==> src/rtl/add_h_border_pkg.sv <==
// rtl/add_h_border_pkg.sv - shared types and constants for the horizontal border inserter
// Purpose: per-flux state encoding, payload widths, default border width and
//          the tag-width helper used by add_h_border and its sub-modules.
package add_h_border_pkg;

  localparam int DATA_WIDTH_IN_OUT = 18;
  localparam int DATA_WIDTH_EXT    = 7;
  localparam int PAD_W_DEFAULT     = 7;

  // RPAD is only reachable when ADD_H_RIGHT_PAD_EN is defined.
  typedef enum logic [1:0] {
    ST_IDLE = 2'd0,
    ST_PAD  = 2'd1,
    ST_WORK = 2'd2,
    ST_RPAD = 2'd3
  } state_e;

  // A single flux still needs one tag bit so port widths stay non-zero.
  function automatic int tag_width(input int flux);
    return (flux > 1) ? $clog2(flux) : 1;
  endfunction

endpackage

==> src/rtl/add_h_border_arbiter.sv <==
// rtl/add_h_border_arbiter.sv - lowest-index-first flux arbiter
// Purpose: picks the lowest eligible flux each cycle.
// Ports:   elig_i  per-flux eligibility vector
//          tag_o   index of the winning flux (zero when none)
//          valid_o at least one flux is eligible
module add_h_arbiter #(
  parameter int FLUX      = 2,
  parameter int TAG_WIDTH = 1
) (
  input  logic [FLUX-1:0]      elig_i,
  output logic [TAG_WIDTH-1:0] tag_o,
  output logic                 valid_o
);

  // Scan downwards so the lowest eligible index is the last one assigned.
  always_comb begin
    tag_o   = '0;
    valid_o = 1'b0;
    for (int i = FLUX - 1; i >= 0; i--) begin
      if (elig_i[i]) begin
        tag_o   = TAG_WIDTH'(i);
        valid_o = 1'b1;
      end
    end
  end

endmodule

==> src/rtl/ram_dual_ported.sv <==
// rtl/ram_dual_ported.sv - small context RAM, combinational read, synchronous write
// Purpose: per-flux counter storage addressed by flux tag.
// Ports:   clk; we_i/waddr_i/wdata_i write port; raddr_i/rdata_o read port.
// Contents are not initialised by any reset; the owner writes before reading.
module ram_dual_ported #(
  parameter int DEPTH = 2,
  parameter int WIDTH = 7,
  parameter int AW    = (DEPTH > 1) ? $clog2(DEPTH) : 1
) (
  input  logic             clk,
  input  logic             we_i,
  input  logic [AW-1:0]    waddr_i,
  input  logic [WIDTH-1:0] wdata_i,
  input  logic [AW-1:0]    raddr_i,
  output logic [WIDTH-1:0] rdata_o
);

  logic [WIDTH-1:0] mem_q [DEPTH];

  always_ff @(posedge clk) begin
    if (we_i) begin
      mem_q[waddr_i] <= wdata_i;
    end
  end

  assign rdata_o = mem_q[raddr_i];

endmodule

==> src/rtl/add_h_border.sv <==
// rtl/add_h_border.sv - multi-flux horizontal border inserter for the pixel path
// Purpose: per flux, pops a frame size M, then emits M rows of M pixels, each row
//          starting with its first input pixel repeated PAD_W extra times.
//          Fluxes share tagged FIFOs; one transaction per cycle, lowest flux first.
// Ports:   clk, rst (asynchronous, active-high)
//          read_port_in_pel_*   pixel FIFO (first-word-fall-through, per-flux empty/read)
//          read_port_ext_size_* frame size FIFO (per-flux empty/read)
//          write_port_out_pel_* padded pixel output (per-flux full, single write)
// Option:  ADD_H_RIGHT_PAD_EN also replicates the last pixel of each row PAD_W times.
module add_h_border
  import add_h_border_pkg::*;
#(
  parameter int FLUX      = 2,
  parameter int PAD_W     = PAD_W_DEFAULT,
  parameter int TAG_WIDTH = tag_width(FLUX)
) (
  input  logic                                   clk,
  input  logic                                   rst,
  input  logic [DATA_WIDTH_IN_OUT+TAG_WIDTH-1:0] read_port_in_pel_dout_i,
  input  logic [FLUX-1:0]                        read_port_in_pel_empty_i,
  output logic [FLUX-1:0]                        read_port_in_pel_read_o,
  input  logic [DATA_WIDTH_EXT+TAG_WIDTH-1:0]    read_port_ext_size_dout_i,
  input  logic [FLUX-1:0]                        read_port_ext_size_empty_i,
  output logic [FLUX-1:0]                        read_port_ext_size_read_o,
  output logic [DATA_WIDTH_IN_OUT+TAG_WIDTH-1:0] write_port_out_pel_din_o,
  input  logic [FLUX-1:0]                        write_port_out_pel_full_i,
  output logic                                   write_port_out_pel_write_o
);

  localparam int EW  = DATA_WIDTH_EXT;
  localparam int EW1 = DATA_WIDTH_EXT + 1;

  localparam logic [EW-1:0] PAD_LAST = EW'(PAD_W - 1);
`ifdef ADD_H_RIGHT_PAD_EN
  localparam logic [EW-1:0] PAD_LEN  = EW'(PAD_W);
  // Frames must be wider than both borders, otherwise they are dropped.
  localparam logic [EW:0]   MIN_EXCL = EW1'(2 * PAD_W);
`else
  localparam logic [EW:0]   MIN_EXCL = EW1'(PAD_W);
`endif

  state_e                 state_q [FLUX];
  state_e                 state_d;
  state_e                 cur_state;

  logic [FLUX-1:0]        elig;
  logic [TAG_WIDTH-1:0]   arb_tag;
  logic                   arb_valid;
  logic                   act;

  logic [EW-1:0]          max_q, cnt_h_q, cnt_v_q;
  logic [EW-1:0]          max_d, cnt_h_d, cnt_v_d;
  logic [EW-1:0]          max_last;
  logic [EW-1:0]          ext_m;
  logic [DATA_WIDTH_IN_OUT-1:0] pix;

  logic                   pop_ext, pop_pel, wr;

  assign ext_m = read_port_ext_size_dout_i[EW-1:0];
  assign pix   = read_port_in_pel_dout_i[DATA_WIDTH_IN_OUT-1:0];

  // An idle flux waits for a frame size; an active flux needs a pixel and room.
  always_comb begin
    elig = '0;
    for (int i = 0; i < FLUX; i++) begin
      if (state_q[i] == ST_IDLE) begin
        elig[i] = ~read_port_ext_size_empty_i[i];
      end else begin
        elig[i] = ~read_port_in_pel_empty_i[i] & ~write_port_out_pel_full_i[i];
      end
    end
  end

  add_h_arbiter #(
    .FLUX      (FLUX),
    .TAG_WIDTH (TAG_WIDTH)
  ) u_arb (
    .elig_i  (elig),
    .tag_o   (arb_tag),
    .valid_o (arb_valid)
  );

  // No transaction at all while reset is held, even if FIFOs report data.
  assign act       = arb_valid & ~rst;
  assign cur_state = state_q[arb_tag];
  assign max_last  = max_q - 1'b1;

  // Every transaction rewrites the winner's whole context, so the RAM write
  // enable is simply the transaction strobe; losers are never touched.
  ram_dual_ported #(.DEPTH(FLUX), .WIDTH(EW), .AW(TAG_WIDTH)) u_ram_max (
    .clk(clk), .we_i(act), .waddr_i(arb_tag), .wdata_i(max_d),
    .raddr_i(arb_tag), .rdata_o(max_q)
  );

  ram_dual_ported #(.DEPTH(FLUX), .WIDTH(EW), .AW(TAG_WIDTH)) u_ram_cnt_h (
    .clk(clk), .we_i(act), .waddr_i(arb_tag), .wdata_i(cnt_h_d),
    .raddr_i(arb_tag), .rdata_o(cnt_h_q)
  );

  ram_dual_ported #(.DEPTH(FLUX), .WIDTH(EW), .AW(TAG_WIDTH)) u_ram_cnt_v (
    .clk(clk), .we_i(act), .waddr_i(arb_tag), .wdata_i(cnt_v_d),
    .raddr_i(arb_tag), .rdata_o(cnt_v_q)
  );

  always_comb begin
    state_d = cur_state;
    max_d   = max_q;
    cnt_h_d = cnt_h_q;
    cnt_v_d = cnt_v_q;
    pop_ext = 1'b0;
    pop_pel = 1'b0;
    wr      = 1'b0;
    if (act) begin
      unique case (cur_state)
        ST_IDLE: begin
          pop_ext = 1'b1;
          max_d   = ext_m;
          cnt_h_d = '0;
          cnt_v_d = '0;
          if ({1'b0, ext_m} > MIN_EXCL) begin
            state_d = ST_PAD;
          end
        end
        ST_PAD: begin
          // Head pixel is replicated without being consumed.
          wr      = 1'b1;
          cnt_h_d = cnt_h_q + 1'b1;
          if (cnt_h_q == PAD_LAST) begin
            state_d = ST_WORK;
          end
        end
        ST_WORK: begin
          wr      = 1'b1;
          cnt_h_d = cnt_h_q + 1'b1;
`ifdef ADD_H_RIGHT_PAD_EN
          // Last real pixel of the row stays at the head for the right border.
          if (cnt_h_q == max_q - PAD_LEN - 1'b1) begin
            state_d = ST_RPAD;
          end else begin
            pop_pel = 1'b1;
          end
`else
          pop_pel = 1'b1;
          if (cnt_h_q == max_last) begin
            cnt_h_d = '0;
            if (cnt_v_q == max_last) begin
              cnt_v_d = '0;
              state_d = ST_IDLE;
            end else begin
              cnt_v_d = cnt_v_q + 1'b1;
              state_d = ST_PAD;
            end
          end
`endif
        end
        ST_RPAD: begin
`ifdef ADD_H_RIGHT_PAD_EN
          wr      = 1'b1;
          cnt_h_d = cnt_h_q + 1'b1;
          if (cnt_h_q == max_last) begin
            pop_pel = 1'b1;
            cnt_h_d = '0;
            if (cnt_v_q == max_last) begin
              cnt_v_d = '0;
              state_d = ST_IDLE;
            end else begin
              cnt_v_d = cnt_v_q + 1'b1;
              state_d = ST_PAD;
            end
          end
`else
          state_d = ST_IDLE;
`endif
        end
        default: state_d = ST_IDLE;
      endcase
    end
  end

  always_ff @(posedge clk or posedge rst) begin
    if (rst) begin
      for (int i = 0; i < FLUX; i++) begin
        state_q[i] <= ST_IDLE;
      end
    end else if (act) begin
      state_q[arb_tag] <= state_d;
    end
  end

  assign read_port_ext_size_read_o  = pop_ext ? (FLUX'(1) << arb_tag) : '0;
  assign read_port_in_pel_read_o    = pop_pel ? (FLUX'(1) << arb_tag) : '0;
  assign write_port_out_pel_write_o = wr;
  assign write_port_out_pel_din_o   = wr ? {arb_tag, pix} : 'x;

endmodule

==> config.mk <==
export PLATFORM = sky130hd
export DESIGN_NAME = add_h_border
export DESIGN_NICKNAME = d
export VERILOG_FILES = /design/src/rtl/add_h_border_pkg.sv /design/src/rtl/add_h_border_arbiter.sv /design/src/rtl/ram_dual_ported.sv /design/src/rtl/add_h_border.sv
export SDC_FILE = /design/constraint.sdc
export NUM_CORES = 1
export LEC_CHECK = 0
export ABC_CLOCK_PERIOD_IN_PS = 5300
export BUFFER_PORTS_ARGS = -buffer_cell sky130_fd_sc_hd__buf_2
export CORE_MARGIN = 3
export CORE_UTILIZATION = 30
export CTS_CLUSTER_DIAMETER = 120
export DETAILED_ROUTE_END_ITERATION = 6
export PLACE_DENSITY = 0.59
export SLEW_MARGIN = 5
export SYNTH_ARGS = -nofsm -noshare
export SYNTH_HDL_FRONTEND = slang
export SYNTH_HIERARCHICAL = 1
export SYNTH_SLANG_ARGS = --single-unit
==> constraint.sdc <==
create_clock -name clk -period 5.3 [get_ports clk]
set_clock_uncertainty 0.05 [all_clocks]
set_input_delay 0.265 -clock clk [delete_from_list [all_inputs] [get_ports clk]]
set_output_delay 0.265 -clock clk [all_outputs]
set_load 0.03 [all_outputs]
==> out/summary.txt, run 1 <==
H-tree lvl count - 2
Tot Pwr - 1.77 mW
HPWL Detailed - 4640 µm
Fin nets - 321
Peak supply drop - 195 µV
Row cnt - 36
GRT Util Overall - 11.2%
Worst setup path category - flop to flop
Util after Layout - 33.3%
Area leader, netlist - edfxtp_1
Largest family of logic cells by synthesized area - simple AND/OR/NAND/NOR gates
IO Pins - 59
Crit path max-delay family - compound AO/OA/AOI/OAI gates
CP Cell Sequence - o31ai_1, nor2b_4, mux2_4, inv_1, ha_1, nor3b_2, nor3b_1, xor3_2, o31a_1, o21bai_4, o21ai_0
Hold Path Stages - 2
Initial antenna violation count - 0
Final min period - 4.08 ns
Area Overhead vs Synth - 5.34%
# hold bufs at CTS - 1
Synth Area in Compound Gates - 12.0%
RSZ-0062 raised after global routing - no
Die height - 109 µm
Lkg Pwr - 1.20 nW
Most frequent cell after synthesis - edfxtp_1
Crit share post-route - 76.9%
DR vias/cell - 4.99
Cts repair resizes - 0
Worst-path clk slew - 0.09 ns
Total CTS buffers - 5
Fmax - 245 MHz
Status - finished clean
CP Data Arrival Time - 4.07 ns
Average routed wire per standard cell - 15.5 µm
Initial core utilization - 31.6%
Unique cell type count in the Yosys netlist - 47
R2R depth - 11
Seq/Total Area, Yosys - 43.0%
Register area - 0.00136 mm²
DIE WIDTH - 109 µm
Vias in the first global route - 2057
Layout cells sized above 1 - 25.1%
Crit start category - flop
Syn Area/Cell - 11.3 µm²
GPL Wtd Cong - 0.784
CP bufs+invs - 1
Pre-CTS setup slack - 1.25 ns
Power Density - 531 mW/mm²
Multi-input gate area - 0.00153 mm²
Fin cells - 412
Area contributors post-synth - edfxtp_1 (40%), mux2_4 (10%), buf_4 (4.7%)
Post-Syn Instances - 281
EDFF count, synth - 42
Simple-gate share of the synthesized area - 14.0%
Worst path required time - 5.30 ns
Final hold vios - 0
WL final - 6370 µm
Total negative setup slack - 0 ns
Synth Area in Adders - 3.16%
Max-cap viol count - 0
Routed vias - 2055
Post-Syn Area - 0.00316 mm²
Fin worst setup slack - 1.22 ns
CP max stage cell - o31a_1
Actual slew at the worst max-slew pin - 0.751 ns
Post-CTS setup buffer count - 0
Antenna-violating nets left - 0
Syn. warnings - 6
CTS max path bufs - 2
CTS sink cnt - 46
GRT overflow - 0
Synth cell count leaders - edfxtp_1 (42), nand2_1 (22), mux2_4 (21)
Syn Nets - 324
DRT iter0 DRCs - 90
Core ar. - 0.0100 mm²
Max-slew violation count - 0
Die area - 0.0118 mm²
Worst rel slew slack - 49.8%
Flops & latches, synth - 46
# setup viols final - 0
ANT cells - 0
Synth async-reset ratio - 8.70%
Largest net degree at the start of global routing - 30
CP max stage delay - 0.46 ns
Drt pass-1 iters - 4
Hold Path Class - input port to flop
Synth top area share - 39.9%
Top_reg_cell synth - edfxtp_1
CP Max Fanout - 10
Port Buf Inserts - 20
Inst Count DP - 403
Clock root cell - clkbuf_8
Post-synthesis xor/xnor area fraction - 5.54%
Filler instances - 1020
First-pass GRT wire length - 10300 µm
Clk_lat worst skew - 0.30 ns
Worst setup EP type - flop
Mux contribution to synthesized area - 13.4%
Detailed-route DRC error count - 0
Crit path depth - 11
CTS tree - built
## cell type report
type	count	area share (%)
clock buffer	6	2.18
tap	133	4.99
timing repair buffer	22	3.53
clock inverter	2	1.13
multi-input combinational	190	45.9
sequential	46	40.8
inverter	13	1.46
## final timing paths
| check | startpoint | endpoint | slack (ns) |
|---|---|---|---|
| worst min register to register | state_q[1] | state_q[1] | 0.51 |
| worst min-delay path | read_port_ext_size_dout_i[2] | u_ram_max/mem_q[1][2] | 0.23 |
| worst max-delay path | state_q[0] | u_ram_cnt_h/mem_q[0][0] | 1.22 |
| worst max register to register | state_q[0] | u_ram_cnt_h/mem_q[0][0] | 1.22 |
| min in group asynchronous | rst | state_q[0] | 0.34 |
| max in group asynchronous | rst | state_q[1] | 4.69 |
## sequential cells by signal, summed over array words and instances, names as in the netlist
| signal | cells |
|---|---|
| state_q | 4 |
| u_ram_cnt_h/mem_q | 14 |
| u_ram_cnt_v/mem_q | 14 |
| u_ram_max/mem_q | 14 |
## cells by family (layout without fill, tap and decap cells)
kind of cell | after synthesis | in the layout
AND/OR/NAND/NOR | 81 | 81
AO/OA/AOI/OAI | 55 | 55
flip-flops | 46 | 46
buffers and inverters | 45 | 43
multiplexers | 31 | 31
XOR/XNOR | 15 | 15
adder cells (fa/ha/maj) | 8 | 8
## layer usage
layer | vias up | wire [µm] | part of all wire (%) | GRT usage (%)
met3 | 14 | 233 | 3.7 | 1.72
met4 | 0 | 114 | 1.8 | 4.69
li1 | 1003 | - | - | -
met1 | 998 | 3040 | 48 | 15.0
met5 | - | 0 | 0 | 0
met2 | 40 | 2980 | 47 | 18.1
## report_power, final
group	switching, mW	leakage, nW	internal [mW]
clock network	0.120	0.0514	0.141
logic	0.540	0.709	0.405
registers	0.0242	0.442	0.540
total	0.684	1.20	1.08
## stage by stage
step / hold slack (ns) / cell area, µm²
final: 0.234 / 3330
after global routing: 0.229 / 3330
after CTS: 0.219 / 3330
after detailed placement: 0.128 / 3210
after global placement: 0.120 / 3210
after floorplan: -0.0106 / 3160
## worst reg2reg max path, delay by kind of cell (launching register included)
family                     cells  cell delay [ns]
muxes                          1             0.40
DFF                            1             0.42
xor gates and xnor gates       1             0.37
AOI/OAI and AO/OA              4             1.19
and+or+nand+nor                3             1.12
adders and majority gates      1             0.21
buffers and inverters          1             0.08
## placed cells by master, fill, tap and decap left out, types with 9 or more instances in the layout
| cell type | count |
|---|---|
| inv_1 | 13 |
| xnor2_1 | 9 |
| nand3_1 | 9 |
| edfxtp_1 | 42 |
| buf_2 | 20 |
| nor2_1 | 13 |
| nand2_1 | 22 |
| mux2_4 | 21 |
| a21oi_1 | 10 |
| o31ai_1 | 9 |
| o21ai_0 | 10 |
No activity file was read; power rests on OpenSTA's default activity.
==> run 2, diff against run 1 <==
--- a/config.mk
+++ b/config.mk
@@ -5,13 +5,13 @@
 export SDC_FILE = /design/constraint.sdc
 export NUM_CORES = 1
 export LEC_CHECK = 0
-export ABC_CLOCK_PERIOD_IN_PS = 5300
+export ABC_CLOCK_PERIOD_IN_PS = 3500
 export BUFFER_PORTS_ARGS = -buffer_cell sky130_fd_sc_hd__buf_2
 export CORE_MARGIN = 3
 export CORE_UTILIZATION = 30
 export CTS_CLUSTER_DIAMETER = 120
 export DETAILED_ROUTE_END_ITERATION = 6
-export PLACE_DENSITY = 0.59
+export PLACE_DENSITY = 0.61
 export SLEW_MARGIN = 5
 export SYNTH_ARGS = -nofsm -noshare
 export SYNTH_HDL_FRONTEND = slang
==> constraint.sdc (replaced) <==
create_clock -name clk -period 3.5 [get_ports clk]
set_clock_uncertainty 0.05 [all_clocks]
set_input_delay 0.175 -clock clk [delete_from_list [all_inputs] [get_ports clk]]
set_output_delay 0.175 -clock clk [all_outputs]
set_load 0.03 [all_outputs]
==> run 2 against run 1 <==
Effect of this change:
- the run now ends with setup timing left
- cell area is 17% higher
- non-clock buffer count is 39 higher
- clock-buffer cell count stayed put
- final cell count is 9.7% higher
- first-iteration DRC count is 7.8% higher
- register-to-register slack worse by 1.3 ns
- die area stayed put
- maximum frequency is 13% higher
- sequential power is 51% higher
- critical path type unchanged
- largest cell class unchanged
==> out/summary.txt, run 2 (synthesis gave the netlist of run 1 again) <==
Status - finished, violations left
Violated checks - setup timing
Power Density - 811 mW/mm² (+53%)
Met3 usage - 2.43% (+0.71 points)
Total negative setup slack - -0.869 ns (-0.869 ns)
Worst rel slew slack - 52.4% (+2.6 points)
Hold Path Class - input port to flop
GRT Util Overall - 11.8% (+0.54 points)
GRT Max-Usage Layer - met2
Hold Path Stages - 2 (unchanged)
Crit share post-route - 103% (+26 points)
Worst setup path category - flop to flop
Max-cap viol count - 0 (unchanged)
Fin cells - 452 (+9.7%)
Antenna-violating nets left - 0 (unchanged)
CP Data Arrival Time - 3.60 ns (-0.47 ns)
Worst path required time - 3.49 ns (-1.81 ns)
Worst setup EP type - flop
Crit start category - flop
CTS max path bufs - 2 (unchanged)
WL final - 6800 µm (+6.8%)
Detailed-route DRC error count - 0 (unchanged)
Reg2reg setup slack - -0.11 ns (-1.33 ns)
Util after Layout - 38.9% (+5.6 points)
Top Registers - u_ram_cnt_h/mem_q x14, u_ram_cnt_v/mem_q x14, u_ram_max/mem_q x14
CTS sink cnt - 46 (unchanged)
Routed vias - 2266 (+10%)
Fin worst setup slack - -0.107 ns (-1.33 ns)
Filler instances - 988 (-3.1%)
Core ar. - 0.0100 mm² (unchanged)
Die area - 0.0118 mm² (unchanged)
Lkg Pwr - 1.46 nW (+21%)
Largest net degree at the start of global routing - 17 (-43%)
Fin nets - 361 (+12%)
H-tree lvl count - 2 (unchanged)
GRT overflow - 0 (unchanged)
Clock root cell - clkbuf_8
Commonest non-fill, non-tap cell in the layout - edfxtp_1
Final hold vios - 0 (unchanged)
Die height - 109 µm (unchanged)
Worst R2R Start - state_q[1]
Initial antenna violation count - 0 (unchanged)
Tot Pwr - 3.16 mW (+78%)
GPL Wtd Cong - 0.862 (+9.9%)
Port Buf Inserts - 20 (unchanged)
Met1 Resource Use GR - 15.7% (+0.67 points)
Global routing usage on met2 - 19.6% (+1.5 points)
Average routed wire per standard cell - 15.0 µm (-2.6%)
Row cnt - 36 (unchanged)
Initial core utilization - 31.6% (unchanged)
Most frequent cells in the layout - edfxtp_1 (42), buf_4 (31), nand2_1 (22), mux2_4 (21), buf_2 (20)
Inst Count DP - 436 (+8.2%)
Clk_lat worst skew - 0.30 ns (about the same)
DRT iter0 DRCs - 97 (+7.8%)
Drt pass-1 iters - 4 (unchanged)
Area Overhead vs Synth - 23.1%
First-pass GRT wire length - 11000 µm (+6.5%)
CP Max Fanout - 6 (-4)
ANT cells - 0 (unchanged)
Layout cells sized above 1 - 43.3% (+18 points)
IO Pins - 59 (unchanged)
Max-slew violation count - 0 (unchanged)
# setup viols final - 22 (+22)
R2R depth - 14 (+3)
Worst-path clk slew - 0.09 ns (about the same)
Final min period - 3.61 ns (-0.469 ns)
Peak supply drop - 327 µV (+68%)
Register area - 0.00136 mm² (unchanged)
HPWL Detailed - 4870 µm (+5.0%)
DIE WIDTH - 109 µm (unchanged)
Total CTS buffers - 5 (unchanged)
CTS tree - built
Multi-input gate area - 0.00173 mm² (+13%)
Vias in the first global route - 2207 (+7.3%)
Hold Path Origin - read_port_ext_size_dout_i[2]
Worst r2r dst - u_ram_cnt_v/mem_q[0][3]
Final hold slack - 0.152 ns (-0.0822 ns)
WHS Endpoint - u_ram_max/mem_q[1][2]
RSZ-0062 raised after global routing - yes
Actual slew at the worst max-slew pin - 0.712 ns (-0.0384 ns)
DR vias/cell - 5.01 (+0.51%)
Fmax - 277 MHz (+13%)
[run 2: changes by cell type in the layout (fill, tap and decap cells not counted), sizes merged]
cell / previous run / this run
clkbuf: 6 / 7
o31a: 1 / 2
buf: 21 / 59
[run 2: per-layer routing]
layer / up-vias / share of wire, %
met5: - / 0
met4: 0 / 0.56
met3: 6 / 3.2
met2: 37 / 50
met1: 1129 / 46
li1: 1094 / -
[run 2: cell type report]
class | instances | share of cell area (%)
clock inverters | 2 | 0.964
well taps | 133 | 4.27
inverters | 13 | 1.25
multi-input cells | 191 | 44.5
flip-flops and latches | 46 | 35.0
repair buffers | 61 | 12.2
clock buffers | 6 | 1.86
[run 2: worst max path at each step]
stage / start / endpoint / cells past startpoint
6_report: state_q[1] / u_ram_cnt_v/mem_q[0][3] / 14
5_1_grt: state_q[1] / u_ram_cnt_v/mem_q[0][3] / 16
4_1_cts: state_q[3] / u_ram_cnt_v/mem_q[1][5] / 13
3_5_place_dp: state_q[3] / u_ram_cnt_h/mem_q[0][6] / 12
3_3_place_gp: state_q[3] / u_ram_cnt_h/mem_q[0][6] / 13
2_1_floorplan: state_q[1] / u_ram_cnt_h/mem_q[0][6] / 14
[run 2: what timing repair did]
item                                    in CTS  in global routing
resized for setup                            7                 27
hold buffers                                 1                  0
buffers inserted                             1                  5
pin swaps                                    3                 14
cloned                                       1                  1
endpoints found under the setup margin      32                 32
endpoints found under the hold margin        4                  0
[run 2: critical path, cell delays in order (launching register included)]
cell and delay (ns):
dfrtp_1 0.41, buf_6 0.12, o21ai_2 0.13, o31ai_2 0.08, nor2b_4 0.14, buf_12 0.14
mux2_4 0.31, buf_4 0.14, or4_4 0.54, or4b_4 0.57, nand3_4 0.09, nand4_4 0.13
buf_12 0.17, a32oi_1 0.19, o21ai_1 0.12
[run 2: where the power goes]
group | switching [mW] | internal (mW)
combinational | 1.00 | 0.911
clock | 0.178 | 0.213
sequential | 0.0362 | 0.817
[run 2: metrics by stage]
stage / setup WS (ns) / area [µm²]
2_1_floorplan: -0.173 / 3230
3_3_place_gp: -0.0586 / 3530
3_5_place_dp: -0.111 / 3530
4_1_cts: -0.0617 / 3690
5_1_grt: -0.264 / 3890
6_report: -0.107 / 3890
